### config.mk
export PLATFORM = sky130hd
export DESIGN_NAME = switch_allocator_rr_flat
export DESIGN_NICKNAME = d
export VERILOG_FILES = /design/src/rtl/switch_allocator_rr_if.sv /design/src/rtl/switch_allocator_rr.sv /design/src/flat_wrapper.sv
export SDC_FILE = /design/constraint.sdc
export NUM_CORES = 1
export LEC_CHECK = 0
export CORE_MARGIN = 5
export CORE_UTILIZATION = 30
export DETAILED_ROUTE_END_ITERATION = 12
export GPL_ROUTABILITY_DRIVEN = 0
export PLACE_DENSITY = 0.43
export SLEW_MARGIN = 20
export SYNTH_ARGS = -nofsm -noshare
export SYNTH_HDL_FRONTEND = slang
export SYNTH_SLANG_ARGS = --single-unit
### constraint.sdc
create_clock -name clk -period 5.4 [get_ports clk]
set_input_delay 1.35 -clock clk [delete_from_list [all_inputs] [get_ports clk]]
set_output_delay 1.35 -clock clk [all_outputs]
set_load 0.05 [all_outputs]
### src/rtl/switch_allocator_rr_if.sv
// Switch-allocator bundle: per-VC requests, routing/flow-control state in,
// per-input VC select and per-output crossbar select out.
interface switch_allocator_rr_if #(
    parameter int PORT_NUM = 5,
    parameter int VC_NUM   = 2
);
    localparam int PW = (PORT_NUM > 1) ? $clog2(PORT_NUM) : 1;
    localparam int VW = (VC_NUM > 1) ? $clog2(VC_NUM) : 1;

    logic [PORT_NUM-1:0][VC_NUM-1:0]         switch_request_i;
    logic [PORT_NUM-1:0][VC_NUM-1:0][PW-1:0] out_port_i;
    logic [PORT_NUM-1:0][VC_NUM-1:0][VW-1:0] downstream_vc_i;
    logic [PORT_NUM-1:0][VC_NUM-1:0]         on_off_i;
    logic [PORT_NUM-1:0]                     valid_sel_o;
    logic [PORT_NUM-1:0][VW-1:0]             vc_sel_o;
    logic [PORT_NUM-1:0][PW-1:0]             input_sel_o;
    logic [PORT_NUM-1:0]                     out_valid_o;

    modport master (
        output switch_request_i, out_port_i, downstream_vc_i, on_off_i,
        input  valid_sel_o, vc_sel_o, input_sel_o, out_valid_o
    );

    modport slave (
        input  switch_request_i, out_port_i, downstream_vc_i, on_off_i,
        output valid_sel_o, vc_sel_o, input_sel_o, out_valid_o
    );
endinterface

### src/rtl/switch_allocator_rr.sv
// Separable input-first round-robin switch allocator with registered grants.
// Optional macro SA_ISLIP_POINTER_EN: input pointers advance only on a full match.
module switch_allocator_rr #(
    parameter int PORT_NUM = 5,
    parameter int VC_NUM   = 2
) (
    input  logic                  clk,
    input  logic                  rst,
    switch_allocator_rr_if.slave  sa
);
    localparam int PW = (PORT_NUM > 1) ? $clog2(PORT_NUM) : 1;
    localparam int VW = (VC_NUM > 1) ? $clog2(VC_NUM) : 1;

    // Round-robin offsets wrap at the real port/VC count, not the power of two.
    function automatic logic [VW-1:0] vc_wrap(input int base, input int off);
        int s;
        s = base + off;
        if (s >= VC_NUM) s = s - VC_NUM;
        return VW'(s);
    endfunction

    function automatic logic [PW-1:0] port_wrap(input int base, input int off);
        int s;
        s = base + off;
        if (s >= PORT_NUM) s = s - PORT_NUM;
        return PW'(s);
    endfunction

    logic [PORT_NUM-1:0][VC_NUM-1:0] elig;
    logic [PORT_NUM-1:0]             s1_valid;
    logic [PORT_NUM-1:0][VW-1:0]     s1_vc;
    logic [PORT_NUM-1:0][PW-1:0]     s1_port;

    logic [PORT_NUM-1:0][VW-1:0]     in_ptr_d, in_ptr_q;
    logic [PORT_NUM-1:0][PW-1:0]     out_ptr_d, out_ptr_q;
    logic [PORT_NUM-1:0]             valid_sel_d, valid_sel_q;
    logic [PORT_NUM-1:0][VW-1:0]     vc_sel_d, vc_sel_q;
    logic [PORT_NUM-1:0][PW-1:0]     input_sel_d, input_sel_q;
    logic [PORT_NUM-1:0]             out_valid_d, out_valid_q;

    always_comb begin
        logic [PW-1:0] port_c;
        logic [VW-1:0] dvc_c;
        elig   = '0;
        port_c = '0;
        dvc_c  = '0;
        for (int i = 0; i < PORT_NUM; i++) begin
            for (int v = 0; v < VC_NUM; v++) begin
                port_c = sa.out_port_i[i][v];
                dvc_c  = sa.downstream_vc_i[i][v];
                if (sa.switch_request_i[i][v] && (int'(port_c) < PORT_NUM) &&
                    (int'(dvc_c) < VC_NUM))
                    elig[i][v] = sa.on_off_i[port_c][dvc_c];
            end
        end
    end

    // Stage 1: per-input VC arbitration; descending scan leaves the closest VC at/after the pointer.
    always_comb begin
        logic [VW-1:0] idx_c;
        s1_valid = '0;
        s1_vc    = '0;
        s1_port  = '0;
        idx_c    = '0;
        for (int i = 0; i < PORT_NUM; i++) begin
            for (int k = VC_NUM - 1; k >= 0; k--) begin
                idx_c = vc_wrap(int'(in_ptr_q[i]), k);
                if (elig[i][idx_c]) begin
                    s1_valid[i] = 1'b1;
                    s1_vc[i]    = idx_c;
                end
            end
            s1_port[i] = sa.out_port_i[i][s1_vc[i]];
        end
    end

    // Stage 2: per-output input arbitration, then grant fan-back and pointer update.
    always_comb begin
        logic [PW-1:0] in_c;
        out_valid_d = '0;
        input_sel_d = '0;
        valid_sel_d = '0;
        vc_sel_d    = '0;
        out_ptr_d   = out_ptr_q;
        in_ptr_d    = in_ptr_q;
        in_c        = '0;
        for (int o = 0; o < PORT_NUM; o++) begin
            for (int k = PORT_NUM - 1; k >= 0; k--) begin
                in_c = port_wrap(int'(out_ptr_q[o]), k);
                if (s1_valid[in_c] && (s1_port[in_c] == PW'(o))) begin
                    out_valid_d[o] = 1'b1;
                    input_sel_d[o] = in_c;
                end
            end
        end
        for (int o = 0; o < PORT_NUM; o++) begin
            if (out_valid_d[o]) begin
                valid_sel_d[input_sel_d[o]] = 1'b1;
                vc_sel_d[input_sel_d[o]]    = s1_vc[input_sel_d[o]];
                out_ptr_d[o]                = port_wrap(int'(input_sel_d[o]), 1);
            end
        end
        for (int i = 0; i < PORT_NUM; i++) begin
`ifdef SA_ISLIP_POINTER_EN
            if (valid_sel_d[i])
                in_ptr_d[i] = vc_wrap(int'(s1_vc[i]), 1);
`else
            if (s1_valid[i])
                in_ptr_d[i] = vc_wrap(int'(s1_vc[i]), 1);
`endif
        end
    end

    // Output / pointer register boundary.
    always_ff @(posedge clk) begin
        if (rst) begin
            in_ptr_q    <= '0;
            out_ptr_q   <= '0;
            valid_sel_q <= '0;
            vc_sel_q    <= '0;
            input_sel_q <= '0;
            out_valid_q <= '0;
        end else begin
            in_ptr_q    <= in_ptr_d;
            out_ptr_q   <= out_ptr_d;
            valid_sel_q <= valid_sel_d;
            vc_sel_q    <= vc_sel_d;
            input_sel_q <= input_sel_d;
            out_valid_q <= out_valid_d;
        end
    end

    assign sa.valid_sel_o = valid_sel_q;
    assign sa.vc_sel_o    = vc_sel_q;
    assign sa.input_sel_o = input_sel_q;
    assign sa.out_valid_o = out_valid_q;
endmodule

### src/flat_wrapper.sv
// flat-port wrapper written by rule: the top's interface ports become plain ports
module switch_allocator_rr_flat 
#(
    parameter int PORT_NUM = 5,
    parameter int VC_NUM   = 2
)
  (clk, rst, sa_switch_request_i, sa_out_port_i, sa_downstream_vc_i, sa_on_off_i, sa_valid_sel_o, sa_vc_sel_o, sa_input_sel_o, sa_out_valid_o);
  switch_allocator_rr_if #(.PORT_NUM(PORT_NUM), .VC_NUM(VC_NUM)) sa_i ();
  input  logic clk;
  input  logic rst;
  input wire logic [$bits(sa_i.switch_request_i)-1:0] sa_switch_request_i;
  input wire logic [$bits(sa_i.out_port_i)-1:0] sa_out_port_i;
  input wire logic [$bits(sa_i.downstream_vc_i)-1:0] sa_downstream_vc_i;
  input wire logic [$bits(sa_i.on_off_i)-1:0] sa_on_off_i;
  output wire logic [$bits(sa_i.valid_sel_o)-1:0] sa_valid_sel_o;
  output wire logic [$bits(sa_i.vc_sel_o)-1:0] sa_vc_sel_o;
  output wire logic [$bits(sa_i.input_sel_o)-1:0] sa_input_sel_o;
  output wire logic [$bits(sa_i.out_valid_o)-1:0] sa_out_valid_o;
  assign sa_i.switch_request_i = sa_switch_request_i;
  assign sa_i.out_port_i = sa_out_port_i;
  assign sa_i.downstream_vc_i = sa_downstream_vc_i;
  assign sa_i.on_off_i = sa_on_off_i;
  assign sa_valid_sel_o = sa_i.valid_sel_o;
  assign sa_vc_sel_o = sa_i.vc_sel_o;
  assign sa_input_sel_o = sa_i.input_sel_o;
  assign sa_out_valid_o = sa_i.out_valid_o;
  switch_allocator_rr #(.PORT_NUM(PORT_NUM), .VC_NUM(VC_NUM)) u_core (.clk(clk), .rst(rst), .sa(sa_i));
endmodule
==> Implementation_results.wiki, run 1 <==
{| class="wikitable"
! Metric !! Value
|-
| Final total negative setup slack || 0 ns
|-
| Core box area || 31300 um^2
|-
| Initial cell density of the core || 30.2%
|-
| Critical register-to-register path endpoint || u_core.out_ptr_q[1]
|-
| DIE WIDTH || 187 um
|-
| Switching share of power || 52.6%
|-
| Final antenna-violating net count || 0
|-
| Number of ports placed on the die boundary || 92
|-
| Synthesized area per cell || 7.43 um^2
|-
| Worst path max stage delay || 0.63 ns
|-
| Critical Path AT || 5.53 ns
|-
| Combinational Power Share || 88.6%
|-
| Per-cell via count in the routed design || 5.55
|-
| Cts hold-fix bufs || 0
|-
| Data required time at the worst endpoint || 5.62 ns
|-
| Count of placed standard cells including taps || 2040
|-
| Slowest library cell on the worst path || clkdlybuf4s50_1
|-
| H-tree levels || 2
|-
| Share of cells above drive strength 1 || 33.9%
|-
| Async set or reset register ratio after synthesis || 0%
|-
| Setup repair after global routing missed its margin || true
|-
| Status || finished, final reports clean
|-
| Count of warnings emitted by yosys || 0
|-
| Distinct cell type count of the synthesized netlist || 114
|-
| CTS buffer count || 5
|-
| Number of filler instances in the final layout || 3173
|-
| Worst min-delay path class || register to register
|-
| Vertical die dimension || 187 um
|-
| Number of cell instances on the worst register-to-register path || 16
|-
| Seq pwr share || 6.9%
|-
| Largest fanout on the critical path || 6
|-
| Setup-failing EPs final || 0
|-
| Largest cells by area after synthesis || dfxtp_1, ha_1, mux2i_1, a21oi_1, nor2_1
|-
| Floorplan row count || 65
|-
| Max-slew violation total from the final report || 0
|-
| Initial drt markers || 767
|-
| Area of the mapped netlist || 9440 um^2
|-
| Largest buffer count on any clock path || 2
|-
| Maximum number of pins on one net before global-route repair || 29
|-
| Max-cap violations || 0
|-
| Crit path launch type || input port
|-
| Non-Filler Instances || 2082
|-
| Pwr Density || 601 nW/um^2
|-
| Share of the clock period used by the worst path after layout || 98.3%
|-
| Fmax || 0.188 GHz
|-
| Overall routing resource usage || 23.0%
|-
| Combined area of the multi-input logic cells || 8560 um^2
|-
| WL per Instance || 20.6 um
|-
| Count of TritonRoute iterations in the first routing pass || 5
|-
| Highest-count cells in the layout ignoring fill and taps || buf_4, nor2_1, nand2_1
|-
| Remaining global-route overflow || 0
|-
| Via count of the first global-routing pass || 11.0k
|-
| Internal power || 4.05 mW
|-
| #FFs+latches synth || 50
|-
| Initial antenna violation count || 1
|-
| Worst setup path class || input port to register
|-
| I/O Buffers || 91
|-
| Worst Setup End Kind || register
|-
| Net switching power figure || 4.49 mW
|-
| Root cell of the clock tree || clkbuf_16
|-
| Final setup margin || 0.0900 ns
|-
| Post-detailed-placement cell area || 13100 um^2
|-
| HPWL after detailed placement || 34.5 mm
|-
| DR vias || 11.5k
|-
| TritonCTS clock tree || yes
|-
| Post-synthesis cell type with the largest combined area || dfxtp_1
|-
| Startpoint of the worst register-to-register path || u_core.out_ptr_q[1]
|-
| Top cell by count, worst path || buf_4
|-
| Worst Hold Path EP || u_core.in_ptr_q[4]
|-
| Hold violation count in the final report || 0
|-
| Die Area || 35100 um^2
|-
| Worst hold-check slack || 0.543 ns
|-
| Number of synthesized flops with an enable pin || 0
|-
| Part of the total power dissipated in the clock network || 4.5%
|-
| Most frequent standard cell in the layout excluding fill and tap cells || buf_4
|-
| Net Count, Synth || 1391
|-
| Synth Flop Type || dfxtp_1
|-
| Wire length of the first global-routing pass || 64.4 mm
|-
| Static leakage power || 5.94 nW
|-
| Setup WS pre-CTS || -0.632 ns
|-
| Worst R2R Setup Slack || 0.78 ns
|-
| TritonCTS Sinks || 50
|-
| Seq/Total Area, Yosys || 10.6%
|-
| Clock-pin transition on the worst setup and hold timing paths || 0.09 ns
|-
| Measured slew at the worst slew-check pin || 0.933 ns
|-
| Routed wire length || 42.8 mm
|-
| Worst min-delay path startpoint || u_core.in_ptr_q[4]
|-
| List of cells traversed by the critical path || clkdlybuf4s50_1 -> or3b_2 -> nor2_2 -> buf_4 -> o31ai_2 -> buf_4 -> buf_4 -> a21oi_1 -> a31oi_1 -> a22o_1 -> or4b_4 -> nor3b_2 -> buf_4 -> buf_4 -> a31o_2 -> a32o_1 -> a221oi_2 -> a21oi_1
|-
| Clock latency on the worst-skew pair || 0.34 ns
|-
| # DRC || 0
|-
| Final core utilization || 45.4%
|-
| Overall Power || 8.54 mW
|-
| Setup skew after layout || 0.0164 ns
|-
| Layout Nets || 1799
|-
| Post-layout instance area || 14200 um^2
|-
| Number of cells traversed by the worst hold path || 2
|-
| Synth top area share || 10.6%
|-
| Peak supply drop || 0.538 mV
|-
| Sequential cell area || 1000 um^2
|-
| Post-layout min period || 5.31 ns
|-
| Number of instances in the synthesized netlist || 1270
|-
| Max transition margin || 37.3%
|-
| Layout area overhead || 50.4%
|}
kinds of logic (layout without fill, tap and decap cells):
family	count (synthesis)	after routing	synth area share (%)
compound gates	452	452	35.5
xor+xnor	38	38	3.53
fa+ha+maj	59	59	8.22
buf+inv	114	523	5.15
flops	50	50	10.6
mux	91	91	11.2
other cells	0	1	0
simple gates	466	466	25.8
power by group through the flow:
stage,Clock (mW),Sequential [mW],Combinational (mW)
floorplan,0,0.767,4.01
global placement,0,0.602,6.98
detailed placement,0,0.600,6.97
CTS,0.403,0.593,7.06
global route,0.406,0.612,8.22
finish,0.383,0.591,7.56
area by class of cell:
class / count / area share (%)
Antenna cell: 1 / 0.0176
Clock buffer: 5 / 0.881
Clock inverter: 3 / 0.203
Inverter: 66 / 1.74
Multi-Input combinational cell: 1106 / 60.3
Sequential cell: 50 / 7.05
Tap cell: 402 / 3.54
Timing Repair Buffer: 449 / 26.3
worst max-delay path, delay by kind of cell:
family | cells | cell delay, ns
simple gates | 4 | 1.44
compound gates | 8 | 1.39
buf+inv | 6 | 1.34
how the worst max path moves through the flow:
stage / slack [ns] / start / to / cells after the start
global route: -0.06 / sa_on_off_i[9] / u_core.sa.valid_sel_o[1] / 19
floorplan: 0.41 / sa_on_off_i[5] / u_core.out_ptr_q[1] / 17
detailed placement: -0.63 / sa_on_off_i[7] / u_core.out_ptr_q[7] / 18
global placement: -0.59 / sa_on_off_i[7] / u_core.sa.vc_sel_o[0] / 18
CTS: -0.007 / sa_on_off_i[4] / u_core.out_ptr_q[4] / 18
finish: 0.09 / sa_out_port_i[7] / u_core.sa.valid_sel_o[2] / 18
repair_timing:
action | in CTS | in global routing
setup buffers | 4 | 29
endpoints found under the setup margin | 20 | 21
cloned | 0 | 1
pin swaps | 2 | 56
resized for setup | 19 | 139
registers in the layout, indices dropped and copies added, names as in the netlist:
name                   cells
u_core.in_ptr_q            5
u_core.out_ptr_q          15
u_core.sa.vc_sel_o         5
u_core.sa.out_valid_o      5
u_core.sa.valid_sel_o      5
u_core.sa.input_sel_o     15
metal layers:
metal / part of all wire [%] / up-vias / track usage [%]
met5: 0 / - / 0
met2: 47 / 299 / 39.0
met1: 46 / 5513 / 31.8
met4: 2.1 / 0 / 5.08
met3: 4.2 / 61 / 2.31
li1: - / 5673 / -
cell usage after synthesis (all sizes together) (10+ instances only):
cell type,n
nor2,136
a21oi,106
nand2,101
o21ai,77
mux2i,66
inv,64
ha,54
dfxtp,50
nand3,43
nor3,41
xnor2,33
o22ai,28
clkbuf,26
a211oi,25
buf,22
nand2b,22
o31ai,20
a31oi,19
and2,19
o211ai,17
a21o,15
mux2,15
nor2b,14
or3b,13
nand3b,12
a21boi,10
mux4,10
nor3b,10
Power figures use the tool's default switching activity.
==> run 2: changes to the inputs <==
Settings changed: CTS_CLUSTER_SIZE from default to 10.
==> results of run 2 <==
The final DEF is identical to that of run 1; final timing and power are the same.
==> run 3: changes to the inputs <==
Settings changed: ABC_CLOCK_PERIOD_IN_PS from default to 5400, RECOVER_POWER from default to 100.
==> Implementation_results.wiki, run 3 (synthesized netlist as in run 1, its figures left out) <==
{| class="wikitable"
! Metric !! Value
|-
| DIE WIDTH || 187 um (unchanged)
|-
| Core box area || 31300 um^2 (unchanged)
|-
| Max-slew violation total from the final report || 0 (unchanged)
|-
| Floorplan row count || 65 (unchanged)
|-
| WL per Instance || 20.6 um (about the same)
|-
| Fmax || 0.188 GHz (about the same)
|-
| Sequential cell area || 1000 um^2 (unchanged)
|-
| Critical path launch point || sa_out_port_i[7]
|-
| Number of cell instances on the worst register-to-register path || 16 (unchanged)
|-
| Routed wire length || 42.8 mm (about the same)
|-
| Overall Power || 8.51 mW (-0.26%)
|-
| Most frequent standard cell in the layout excluding fill and tap cells || buf_4
|-
| Root cell of the clock tree || clkbuf_16
|-
| Remaining global-route overflow || 0 (unchanged)
|-
| Static leakage power || 6.02 nW (+1.4%)
|-
| Worst hold-check slack || 0.543 ns (+0.0000490 ns)
|-
| Switching share of power || 52.7% (+0.12 points)
|-
| Setup-failing EPs final || 0 (unchanged)
|-
| Worst setup path class || input port to register
|-
| Post-layout min period || 5.31 ns (+0.000772 ns)
|-
| Initial cell density of the core || 30.2% (unchanged)
|-
| Seq pwr share || 6.9% (about the same)
|-
| H-tree levels || 2 (unchanged)
|-
| Peak supply drop || 0.534 mV (-0.65%)
|-
| Max transition margin || 37.6% (+0.24 points)
|-
| Combinational Power Share || 88.6% (about the same)
|-
| DR vias || 11.6k (+0.24%)
|-
| Wire length of the first global-routing pass || 64.4 mm (unchanged)
|-
| Number of filler instances in the final layout || 3173 (unchanged)
|-
| Die Area || 35100 um^2 (unchanged)
|-
| # DRC || 0 (unchanged)
|-
| Largest fanout on the critical path || 6 (unchanged)
|-
| Maximum number of pins on one net before global-route repair || 29 (unchanged)
|-
| Data required time at the worst endpoint || 5.62 ns (about the same)
|-
| Worst min-delay path class || register to register
|-
| Share of the clock period used by the worst path after layout || 98.3% (about the same)
|-
| Status || finished, final reports clean
|-
| Worst Setup End Kind || register
|-
| Measured slew at the worst slew-check pin || 0.930 ns (-0.00357 ns)
|-
| Count of TritonRoute iterations in the first routing pass || 5 (unchanged)
|-
| Startpoint of the worst register-to-register path || u_core.out_ptr_q[1]
|-
| Initial antenna violation count || 1 (unchanged)
|-
| TritonCTS Sinks || 50 (unchanged)
|-
| Vertical die dimension || 187 um (unchanged)
|-
| Layout area overhead || 50.4% (unchanged)
|-
| Crit path launch type || input port
|-
| Number of ports placed on the die boundary || 92 (unchanged)
|-
| Net switching power figure || 4.49 mW (about the same)
|-
| Share of cells above drive strength 1 || 33.9% (unchanged)
|-
| Max-cap violations || 0 (unchanged)
|-
| Overall routing resource usage || 23.0% (unchanged)
|-
| Layout Nets || 1799 (unchanged)
|-
| Critical Path AT || 5.53 ns (about the same)
|-
| Setup skew after layout || 0.0164 ns (-0.0000174 ns)
|-
| TritonCTS clock tree || yes
|-
| Initial drt markers || 767 (unchanged)
|-
| Worst min-delay path startpoint || u_core.in_ptr_q[4]
|-
| Highest-count cells in the layout ignoring fill and taps || buf_4, nor2_1, nand2_1
|-
| Final antenna-violating net count || 0 (unchanged)
|-
| Pwr Density || 600 nW/um^2 (-0.26%)
|-
| Via count of the first global-routing pass || 11.0k (unchanged)
|-
| Largest buffer count on any clock path || 2 (unchanged)
|-
| Hold violation count in the final report || 0 (unchanged)
|-
| Setup repair after global routing missed its margin || true
|-
| Per-cell via count in the routed design || 5.56 (+0.24%)
|-
| Clock latency on the worst-skew pair || 0.34 ns (about the same)
|-
| Internal power || 4.03 mW (-0.51%)
|-
| HPWL after detailed placement || 34.5 mm (unchanged)
|-
| Number of cells traversed by the worst hold path || 2 (unchanged)
|-
| Cts hold-fix bufs || 0 (unchanged)
|-
| CTS buffer count || 5 (unchanged)
|-
| Part of the total power dissipated in the clock network || 4.5% (about the same)
|-
| Clock-pin transition on the worst setup and hold timing paths || 0.09 ns (about the same)
|-
| Combined area of the multi-input logic cells || 8560 um^2 (unchanged)
|-
| I/O Buffers || 91 (unchanged)
|}
run 3: cell count changes in the layout (fill, tap and decap cells not counted):
cell | previous run | this run
clkdlybuf4s50_1 | 73 | 43
dlygate4sd3_1 | 0 | 30
run 3: final timing paths:
kind | endpoint | slack [ns]
setup / recovery | u_core.sa.valid_sel_o[2] | 0.09
hold / removal | u_core.in_ptr_q[4] | 0.54
setup reg to reg | u_core.out_ptr_q[1] | 0.78
hold reg to reg | u_core.in_ptr_q[4] | 0.54
run 3: power by group through the flow:
stage,logic [mW],registers [mW],clock network (mW)
after floorplan,4.01,0.767,0
after global placement,6.98,0.602,0
after detailed placement,6.97,0.600,0
after CTS,7.06,0.593,0.403
after global routing,8.20,0.610,0.406
final,7.54,0.588,0.383
run 3: worst max-delay path, stage by stage:
cell and delay, ns:
clkdlybuf4s50_1 0.63, or3b_2 0.52, nor2_2 0.19, buf_4 0.14
o31ai_2 0.07, buf_4 0.16, buf_4 0.15, a21oi_1 0.13
a31oi_1 0.06, a22o_1 0.22, or4b_4 0.55, nor3b_2 0.18
buf_4 0.14, buf_4 0.12, a31o_2 0.25, a32o_1 0.28
a221oi_2 0.26, a21oi_1 0.12
run 3: what timing repair did:
item	in CTS	in global routing
resized for setup	19	139
hold endpoints to repair	0	0
pin swaps	2	56
setup endpoints to repair	20	21
buffers inserted	4	29
gates cloned	0	1
run 3: layer usage:
metal  share of wire [%]  wire (um)  track usage [%]  vias up
li1                    -          -                -     5676
met1                  46      19800             31.8     5517
met5                   0          0                0        -
met4                 2.1        901             5.08        0
met2                  47      20300             39.0      319
met3                 4.3       1830             2.31       62
run 3: final cells by class:
type,instances,area share (%)
multi-input cells,1106,60.3
repair buffers,449,26.3
flip-flops and latches,50,7.05
well taps,402,3.54
inverters,66,1.74
clock buffers,5,0.881
clock inverters,3,0.203
diodes,1,0.0176
run 3: stage by stage:
stage	setup TNS [ns]	util [%]	area [um^2]	setup WS, ns	cells
final	0	45.4	14200	0.0893	2082
after CTS	-0.0135	42.7	13400	-0.00699	2052
after global placement	-11.04	41.9	13100	-0.586	2040
after detailed placement	-11.36	41.9	13100	-0.632	2040
after floorplan	0	-	9440	0.414	1270
after global routing	-0.188	45.4	14200	-0.0560	2082
